## src/rtl/div_pkg.sv

```systemverilog
// Shared types and constants for the multi-cycle restoring divider.
package div_pkg;

   localparam int DIV_WIDTH = 32;
   localparam int DIV_CNT_W = $clog2(DIV_WIDTH);

   typedef enum logic [2:0] {
      IDLE  = 3'd0,
      PREP  = 3'd1,
      ITER  = 3'd2,
      FIXUP = 3'd3,
      DONE  = 3'd4
   } state_t;

endpackage

```

## src/rtl/div_sequencer_if.sv

```systemverilog
// Handshake/result bundle between the execute stage (master) and the divider (slave).
interface div_sequencer_if
   import div_pkg::*;
#(
   parameter int WIDTH = DIV_WIDTH
);

   logic             start;
   logic             is_signed;
   logic [WIDTH-1:0] dividend;
   logic [WIDTH-1:0] divisor;
   logic             busy;
   logic             done;
   logic [WIDTH-1:0] divisionHIRes;
   logic [WIDTH-1:0] divisionLOQuo;
   logic             div_by_zero;

   modport master (
      output start, is_signed, dividend, divisor,
      input  busy, done, divisionHIRes, divisionLOQuo, div_by_zero
   );

   modport slave (
      input  start, is_signed, dividend, divisor,
      output busy, done, divisionHIRes, divisionLOQuo, div_by_zero
   );

endinterface

```

## src/rtl/div_step.sv

```systemverilog
// One restoring shift/trial-subtract step on unsigned magnitudes.
module div_step #(
   parameter int WIDTH = 32
) (
   input  logic [WIDTH-1:0] i_rem,
   input  logic [WIDTH-1:0] i_quo,
   input  logic [WIDTH-1:0] i_dmag,
   output logic [WIDTH-1:0] o_rem,
   output logic [WIDTH-1:0] o_quo
);

   logic [WIDTH:0] w_shift;
   logic [WIDTH:0] w_diff;

   // Shift {R,Q} left, subtract divisor from R; MSB of the wide difference is the borrow.
   always_comb begin
      w_shift = {i_rem, i_quo[WIDTH-1]};
      w_diff  = w_shift - {1'b0, i_dmag};
      if (w_diff[WIDTH] == 1'b0) begin
         o_rem = w_diff[WIDTH-1:0];
         o_quo = {i_quo[WIDTH-2:0], 1'b1};
      end else begin
         o_rem = w_shift[WIDTH-1:0];
         o_quo = {i_quo[WIDTH-2:0], 1'b0};
      end
   end

endmodule

```

## src/rtl/div_sequencer.sv

```systemverilog
// Fixed-latency DIV/DIVU sequencer: IDLE -> PREP -> ITER x WIDTH -> FIXUP -> DONE.
module div_sequencer
   import div_pkg::*;
#(
   parameter int WIDTH = DIV_WIDTH
) (
   input  logic           clk,
   input  logic           reset,
   div_sequencer_if.slave bus
);

   localparam int CW = (WIDTH > 1) ? $clog2(WIDTH) : 1;

   state_t           r_state;
   state_t           w_next_state;

   logic [WIDTH-1:0] r_dividend;
   logic [WIDTH-1:0] r_divisor;
   logic             r_signed;
   logic             r_ds;
   logic             r_vs;
   logic [WIDTH-1:0] r_rem;
   logic [WIDTH-1:0] r_quo;
   logic [WIDTH-1:0] r_dmag;
   logic [CW-1:0]    r_cnt;

   logic             r_busy;
   logic             r_done;
   logic [WIDTH-1:0] r_hi;
   logic [WIDTH-1:0] r_lo;
   logic             r_dbz;

   logic [WIDTH-1:0] w_dd_mag;
   logic [WIDTH-1:0] w_dv_mag;
   logic [WIDTH-1:0] w_step_rem;
   logic [WIDTH-1:0] w_step_quo;
   logic [WIDTH-1:0] w_fix_hi;
   logic [WIDTH-1:0] w_fix_lo;
   logic             w_fix_dbz;

   div_step #(.WIDTH(WIDTH)) u_step (
      .i_rem  (r_rem),
      .i_quo  (r_quo),
      .i_dmag (r_dmag),
      .o_rem  (w_step_rem),
      .o_quo  (w_step_quo)
   );

   // State register.
   always_ff @(posedge clk) begin
      if (reset) begin
         r_state <= IDLE;
      end else begin
         r_state <= w_next_state;
      end
   end

   // Next-state logic.
   always_comb begin
      w_next_state = r_state;
      case (r_state)
         IDLE: begin
            if (bus.start) begin
               w_next_state = PREP;
            end else begin
               w_next_state = IDLE;
            end
         end
         PREP: w_next_state = ITER;
         ITER: begin
            if (r_cnt == CW'(WIDTH - 1)) begin
               w_next_state = FIXUP;
            end else begin
               w_next_state = ITER;
            end
         end
         FIXUP:   w_next_state = DONE;
         DONE:    w_next_state = IDLE;
         default: w_next_state = IDLE;
      endcase
   end

   // Operand magnitudes and final sign/zero fixup; divide by zero bypasses the sign fix.
   always_comb begin
      w_dd_mag = (r_signed && r_ds) ? -r_dividend : r_dividend;
      w_dv_mag = (r_signed && r_vs) ? -r_divisor  : r_divisor;
      if (r_divisor == {WIDTH{1'b0}}) begin
         w_fix_lo  = {WIDTH{1'b1}};
         w_fix_hi  = r_dividend;
         w_fix_dbz = 1'b1;
      end else begin
         w_fix_lo  = (r_signed && (r_ds != r_vs)) ? -r_quo : r_quo;
         w_fix_hi  = (r_signed && r_ds) ? -r_rem : r_rem;
         w_fix_dbz = 1'b0;
      end
   end

   // Datapath: latch on accept, iterate, and publish results in FIXUP.
   always_ff @(posedge clk) begin
      if (reset) begin
         r_dividend <= {WIDTH{1'b0}};
         r_divisor  <= {WIDTH{1'b0}};
         r_signed   <= 1'b0;
         r_ds       <= 1'b0;
         r_vs       <= 1'b0;
         r_rem      <= {WIDTH{1'b0}};
         r_quo      <= {WIDTH{1'b0}};
         r_dmag     <= {WIDTH{1'b0}};
         r_cnt      <= {CW{1'b0}};
         r_hi       <= {WIDTH{1'b0}};
         r_lo       <= {WIDTH{1'b0}};
         r_dbz      <= 1'b0;
      end else begin
         case (r_state)
            IDLE: begin
               if (bus.start) begin
                  r_dividend <= bus.dividend;
                  r_divisor  <= bus.divisor;
                  r_signed   <= bus.is_signed;
                  r_ds       <= bus.dividend[WIDTH-1];
                  r_vs       <= bus.divisor[WIDTH-1];
               end
            end
            PREP: begin
               r_rem  <= {WIDTH{1'b0}};
               r_quo  <= w_dd_mag;
               r_dmag <= w_dv_mag;
               r_cnt  <= {CW{1'b0}};
            end
            ITER: begin
               r_rem <= w_step_rem;
               r_quo <= w_step_quo;
               r_cnt <= r_cnt + CW'(1);
            end
            FIXUP: begin
               r_hi  <= w_fix_hi;
               r_lo  <= w_fix_lo;
               r_dbz <= w_fix_dbz;
            end
            default: begin
               r_cnt <= r_cnt;
            end
         endcase
      end
   end

   // Registered handshake flags derived from the upcoming state.
   always_ff @(posedge clk) begin
      if (reset) begin
         r_busy <= 1'b0;
         r_done <= 1'b0;
      end else begin
         r_busy <= (w_next_state == PREP) || (w_next_state == ITER) || (w_next_state == FIXUP);
         r_done <= (w_next_state == DONE);
      end
   end

   assign bus.busy          = r_busy;
   assign bus.done          = r_done;
   assign bus.divisionHIRes = r_hi;
   assign bus.divisionLOQuo = r_lo;
   assign bus.div_by_zero   = r_dbz;

endmodule

```

## src/flat_wrapper.sv

```systemverilog
// flat-port wrapper written by rule: the top's interface ports become plain ports
module div_sequencer_flat import div_pkg::*;
#(
   parameter int WIDTH = DIV_WIDTH
)
  (clk, reset, bus_start, bus_is_signed, bus_dividend, bus_divisor, bus_busy, bus_done, bus_divisionHIRes, bus_divisionLOQuo, bus_div_by_zero);
  div_sequencer_if #(.WIDTH(WIDTH)) bus_i ();
  input  logic clk;
  input  logic reset;
  input wire logic [$bits(bus_i.start)-1:0] bus_start;
  input wire logic [$bits(bus_i.is_signed)-1:0] bus_is_signed;
  input wire logic [$bits(bus_i.dividend)-1:0] bus_dividend;
  input wire logic [$bits(bus_i.divisor)-1:0] bus_divisor;
  output wire logic [$bits(bus_i.busy)-1:0] bus_busy;
  output wire logic [$bits(bus_i.done)-1:0] bus_done;
  output wire logic [$bits(bus_i.divisionHIRes)-1:0] bus_divisionHIRes;
  output wire logic [$bits(bus_i.divisionLOQuo)-1:0] bus_divisionLOQuo;
  output wire logic [$bits(bus_i.div_by_zero)-1:0] bus_div_by_zero;
  assign bus_i.start = bus_start;
  assign bus_i.is_signed = bus_is_signed;
  assign bus_i.dividend = bus_dividend;
  assign bus_i.divisor = bus_divisor;
  assign bus_busy = bus_i.busy;
  assign bus_done = bus_i.done;
  assign bus_divisionHIRes = bus_i.divisionHIRes;
  assign bus_divisionLOQuo = bus_i.divisionLOQuo;
  assign bus_div_by_zero = bus_i.div_by_zero;
  div_sequencer #(.WIDTH(WIDTH)) u_core (.clk(clk), .reset(reset), .bus(bus_i));
endmodule
```

## config.mk

```make
export PLATFORM = sky130hd
export DESIGN_NAME = div_sequencer_flat
export DESIGN_NICKNAME = d
export VERILOG_FILES = /design/src/rtl/div_pkg.sv /design/src/rtl/div_sequencer_if.sv /design/src/rtl/div_step.sv /design/src/rtl/div_sequencer.sv /design/src/flat_wrapper.sv
export SDC_FILE = /design/constraint.sdc
export NUM_CORES = 1
export LEC_CHECK = 0
export BUFFER_PORTS_ARGS = -buffer_cell sky130_fd_sc_hd__clkbuf_2
export CORE_MARGIN = 1
export CORE_UTILIZATION = 45
export DETAILED_ROUTE_END_ITERATION = 8
export GPL_TIMING_DRIVEN = 0
export PLACE_DENSITY = 0.72
export SLEW_MARGIN = 10
export SYNTH_ARGS = -nofsm -noshare
export SYNTH_HDL_FRONTEND = slang
export SYNTH_SLANG_ARGS = --single-unit
```

## constraint.sdc

```tcl
create_clock -name clk -period 3.7 [get_ports clk]
set_clock_uncertainty 0.2 [all_clocks]
set_input_delay 0.37 -clock clk [delete_from_list [all_inputs] [get_ports clk]]
set_output_delay 0.37 -clock clk [all_outputs]
set_load 0.01 [all_outputs]
```

## Word-level counts from Yosys, hierarchy flattened

Index checks and enable logic that the tools add are counted.

| operators by class | value |
|---|---|
| add/sub/neg operators | 6 |
| eq/ne operators | 9 |
| mux-type cells | 15 |
| reductions and logical operators | 9 |

Operators by type and width:

| operator | count |
|---|---|
| 32-bit 2-to-1 mux | 7 |
| 32-bit negation | 4 |
| 32-bit case mux with 2 select lines | 2 |
| 33-bit by 32-bit subtractor with 33-bit output | 1 |
| 32-bit zero test | 1 |
| 3-bit by 2-bit == test with 1-bit output, second input constant | 4 |
| 3-bit case mux with 4 select lines | 1 |
| 5-bit case mux with 2 select lines | 1 |
| 3-bit by 1-bit == test with 1-bit output, second input constant | 2 |
| 5-bit by 1-bit adder with 5-bit output, second input constant | 1 |
| 5-bit == test, second input constant | 1 |
| 1-bit 2-to-1 mux | 4 |
| 3-bit == test, second input constant | 1 |
| 1-bit logical AND | 3 |
| 3-bit zero test | 1 |
| 1-bit logical OR | 2 |
| 2-bit AND reduction | 1 |
| 2-bit nonzero test | 1 |
| 1-bit inequality test | 1 |

| word-level totals | value |
|---|---|
| register bits after elaboration | 238 |
| bits of input ports | 68 |
| output and inout bits | 67 |
| logic and storage cells | 54 |

## Depth between registers and ports, before layout

| logic depth | value |
|---|---|
| depth in word-level cells | 6 |
| gate-level depth with buffers | 14 |
| depth with buffers taken out | 12 |

## Cells and area by module

From an unflattened synthesis, not the netlist that was laid out.

| second synthesis, totals | value |
|---|---|
| cell total of the unflattened synthesis | 1717 |
| area, all modules | 13787.0 sq um |

By module, submodules not included:

| module | times used | cells an instance | area each (sq um) | seq. area each (sq um) |
|---|---|---|---|---|
| div_sequencer | 1 | 1381 | 11195.7 | 4724.5 |
| div_step | 1 | 336 | 2591.2 | 0.0 |

## Worst setup path after synthesis

OpenSTA, ideal clock, no wires.

| path | value |
|---|---|
| path type | register -> register |
| from | register u_core.r_quo[31] |
| to | register u_core.r_rem[12] |
| library setup time | 0.091 ns |
| arrival | 2.967 ns |
| required time | 3.409 ns |
| setup slack | 0.442 ns |
| cell stages (with the launch flop) | 14 |
| buffers on the path | 1 |
| period minus slack after synthesis | 3.258 ns |
| cells stage by stage | dfxtp_1 > inv_1 > ha_1 > fa_1 > nand2b_1 > a21oi_2 > o211ai_2 > a211o_1 > a21oi_4 > o21ai_2 > or2_1 > buf_6 > or3_1 > a311oi_1 |

| on the way | value |
|---|---|
| longest elaborated chain between the ends | 3 |

Ends and longest elaborated chain:

| item | RTL line | source |
|---|---|---|
| start, declared | div_sequencer.sv:23 | `logic [WIDTH-1:0] r_quo;` |
| start signal, assigned | div_sequencer.sv:107 | `r_quo <= {WIDTH{1'b0}};` |
| start signal, assigned | div_sequencer.sv:126 | `r_quo <= w_dd_mag;` |
| start signal, assigned | div_sequencer.sv:132 | `r_quo <= w_step_quo;` |
| 33-bit by 32-bit subtractor with 33-bit output | div_step.sv:18 | `w_diff = w_shift - {1'b0, i_dmag};` |
| 32-bit 2-to-1 mux | div_step.sv:19 | `if (w_diff[WIDTH] == 1'b0) begin` |
| 32-bit case mux with 2 select lines | div_sequencer.sv:114 | `case (r_state)` |
| end signal, assigned | div_sequencer.sv:106 | `r_rem <= {WIDTH{1'b0}};` |
| end signal, assigned | div_sequencer.sv:125 | `r_rem <= {WIDTH{1'b0}};` |
| end signal, assigned | div_sequencer.sv:131 | `r_rem <= w_step_rem;` |
| end, declared | div_sequencer.sv:22 | `logic [WIDTH-1:0] r_rem;` |

Every way passes these cells.
A chain may end at the register's enable or synchronous reset.

## Worst setup path in the final report

| path | value |
|---|---|
| from | register u_core.r_rem[22] |
| to | register u_core.r_rem[12] |

| on the way | value |
|---|---|
| longest elaborated chain between the ends | 3 |

Ends and longest elaborated chain:

| item | RTL line |
|---|---|
| 33-bit by 32-bit subtractor with 33-bit output | div_step.sv:18 |
| 32-bit 2-to-1 mux | div_step.sv:19 |
| 32-bit case mux with 2 select lines | div_sequencer.sv:114 |

Every way passes these cells.

==> results_dict.tcl <==
set metrics [dict create \
    crit_type "reg2reg" \
    ff2ff_path_depth 11 \
    io_buffers 134 \
    fin_nets 2030 \
    power_mw 8.08 \
    cp_top_family "compound AO/OA/AOI/OAI gates" \
    power.density_mw_per_mm2 506 \
    antenna_cells 0 \
    fin_crit_ns 3.60 \
    grt_max_degree 15 \
    antenna_found_initial 0 \
    worstMarginPinSlew_ns 1.13 \
    drive_gt1_frac 0.113 \
    final_cell_mix "nand2_1, dfxtp_1, a21oi_1" \
    h-tree-depth 1 \
    crit_arrival_ns 3.87 \
    crit_path_start_kind "flip-flop" \
    synth_nets 1799 \
    required_ns 3.97 \
    rows 62 \
    cts.sinks 236 \
    start_util 0.456 \
    grt_setup_unrepaired "false" \
    synth-async-reset-ratio 0 \
    synth_top_family_by_area "compound AO/OA/AOI/OAI gates" \
    syn2layout_area_growth_pct 21.8 \
    max_cap_violations 0 \
    synth_compound_area_frac 0.247 \
    yosysTopAreaCellShare 0.361 \
    cts-root-buf "clkbuf_16" \
    n_fill_cell 2694 \
    hpwl_mm 33.0 \
    yosysSeqAreaShare 0.361 \
    post_drt_wl_per_cell_um 18.8 \
    synth_mux_area_frac 0.0130 \
    drt_iter0_markers 1198 \
    cts_tree "built" \
    setup_viol 0 \
    die_w_um 173 \
    synth.distinct_cells 72 \
    vias 13500 \
    worstPathMaxFanout 8 \
    cp_slowest_cell "dfxtp_1" \
    setup_tns_ns 0 \
    wl_mm 43.7 \
    max_freq_ghz 0.277 \
    crit_path_max_incr_delay_ns 0.62 \
    synthSimpleGateAreaFrac 0.202 \
    antenna_left 0 \
    path_cells "ha_1 > buf_2 > a21oi_1 > o21ai_0 > nor3_2 > a21oi_4 > a22o_2 > or2_1 > buf_6 > or3_1 > a311oi_1" \
    synth_fa_ha_area_frac 0.0378 \
    finalHoldViolCount 0 \
    timing.final.crit_share 0.974 \
    cts.path.max_buffers 3 \
    stdcell_area_mm2 0.0160 \
    end_kind "flip-flop" \
    grt_pass1_wl_mm 68.0 \
    min_path_cells 2 \
    coreArea_mm2 0.0287 \
    drc 0 \
    dieArea_mm2 0.0298 \
    syn-instance-count 1692 \
    slew_viol_final 0 \
    grt_pass1_vias 12300 \
    power.leakage_nw 6.12 \
    avgSynthCellArea_um2 7.74 \
    overflow 0 \
    vdd_drop_max_uv 387 \
    yosys.area.top_type "dfxtp_1" \
    status "finished clean" \
    ys.flop_type "dfxtp_1" \
    cts_made_buffers 27 \
    io_pins 135 \
    viasPerCell 5.78 \
    placed_cell_area_mm2 0.0142 \
    cp.buffers_inverters 2 \
    hp-class "reg2reg" \
    netlist_area_mm2 0.0131 \
    synthTopCellsByArea "dfxtp_1, nand2_1, a21oi_1" \
    crit_cells 11 \
    firstDrtPassIters 5 \
    synth-seq-cells 236 \
    path_clk_slew_ns 0.07 \
    final_util 0.556 \
    synth_xor_area_frac 0.0909 \
    gp_congestion 0.994 \
    synth_edf_count 0 \
    worstSkewPairLatency_ns 0.56 \
    slew_headroom 0.238 \
    track_usage 0.286 \
    yosysWarnings 0 \
    final_common_cell "nand2_1" \
    timing.hold.ws_ns 0.253 \
    die_h_um 173 \
]
==> state kept, by name, indices dropped and copies added, names as in the netlist <==
signal and count:
u_core.bus.divisionLOQuo 32, u_core.r_rem 32, u_core.bus.busy 1, u_core.r_quo 32, u_core.r_state 3, u_core.bus.divisionHIRes 32, u_core.r_signed 1, u_core.bus.div_by_zero 1
u_core.r_divisor 31, u_core.r_dmag 32, u_core.r_dividend 31, u_core.r_vs 1, u_core.r_cnt 5, u_core.r_ds 1, u_core.bus.done 1
==> power breakdown <==
group	leakage (nW)	internal (mW)	switching (mW)	total, mW
sequential	1.92	2.68	0.201	2.88
clock	0.495	1.84	1.14	2.97
combinational	3.71	0.883	1.35	2.23
total	6.12	5.40	2.68	8.08
==> through the flow <==
step	setup WS, ns	cells
3_3_place_gp	-0.136	2210
3_5_place_dp	-0.177	2210
5_1_grt	0.0144	2328
6_report	0.0960	2328
2_1_floorplan	0.442	1692
4_1_cts	0.0157	2327
==> area by class of cell <==
type / instances / area (um^2) / area share
multi-input combinational: 1292 / 7770 / 0.487
inverter: 50 / 188 / 0.0118
clock inverter: 13 / 213 / 0.0133
clock buffer: 37 / 783 / 0.0491
timing repair buffer: 202 / 1340 / 0.0842
buffer: 114 / 449 / 0.0282
tap: 384 / 480 / 0.0301
sequential: 236 / 4730 / 0.297
==> what timing repair did <==
item                                    in CTS  in global routing
resized for setup                            3                  8
hold endpoints to repair                    65                  0
hold buffers                                65                  0
endpoints found under the setup margin      25                 31
pin swaps                                    2                  4
setup buffers                                2                  1
==> synth_stat cells, drive strengths merged, types with 16 or more instances <==
| cell type | instances |
|---|---|
| xnor2 | 62 |
| clkbuf | 100 |
| a21oi | 205 |
| nand2 | 301 |
| nor2 | 144 |
| o211ai | 28 |
| o31ai | 17 |
| o21ai | 85 |
| nor3 | 22 |
| nor4 | 19 |
| dfxtp | 236 |
| mux2i | 17 |
| a311oi | 44 |
| ha | 38 |
| inv | 50 |
| a22oi | 32 |
| a211oi | 32 |
| or3 | 16 |
| xor2 | 74 |
==> worst min-delay path, delay by kind of cell (launching register included) <==
kind / cells / cell delay (ns)
flops: 1 / 0.31
simple gates: 1 / 0.05
compound gates: 1 / 0.05
==> worst paths after layout <==
check                      endpoint         startpoint  slack, ns
hold / removal    u_core.r_dmag[26]  u_core.r_dmag[26]       0.25
setup reg to reg   u_core.r_rem[12]   u_core.r_rem[22]        0.1
hold reg to reg   u_core.r_dmag[26]  u_core.r_dmag[26]       0.25
setup / recovery   u_core.r_rem[12]   u_core.r_rem[22]        0.1
==> cell families (layout without fill, tap and decap cells) <==
group	count (synthesis)	count (layout)
adders and majority gates	39	39
AOI/OAI and AO/OA	511	511
and+or+nand+nor	589	589
buffers and inverters	164	416
muxes	17	17
xor gates and xnor gates	136	136
DFF	236	236
==> routing by layer <==
metal | GRT usage | wire (um) | up-vias
met2 | 0.462 | 19800 | 593
met5 | 0 | 0 | -
met1 | 0.381 | 18300 | 6283
met3 | 0.0466 | 3950 | 112
met4 | 0.113 | 1700 | 0
li1 | - | - | 6469
(Power assumes the default switching activity.)
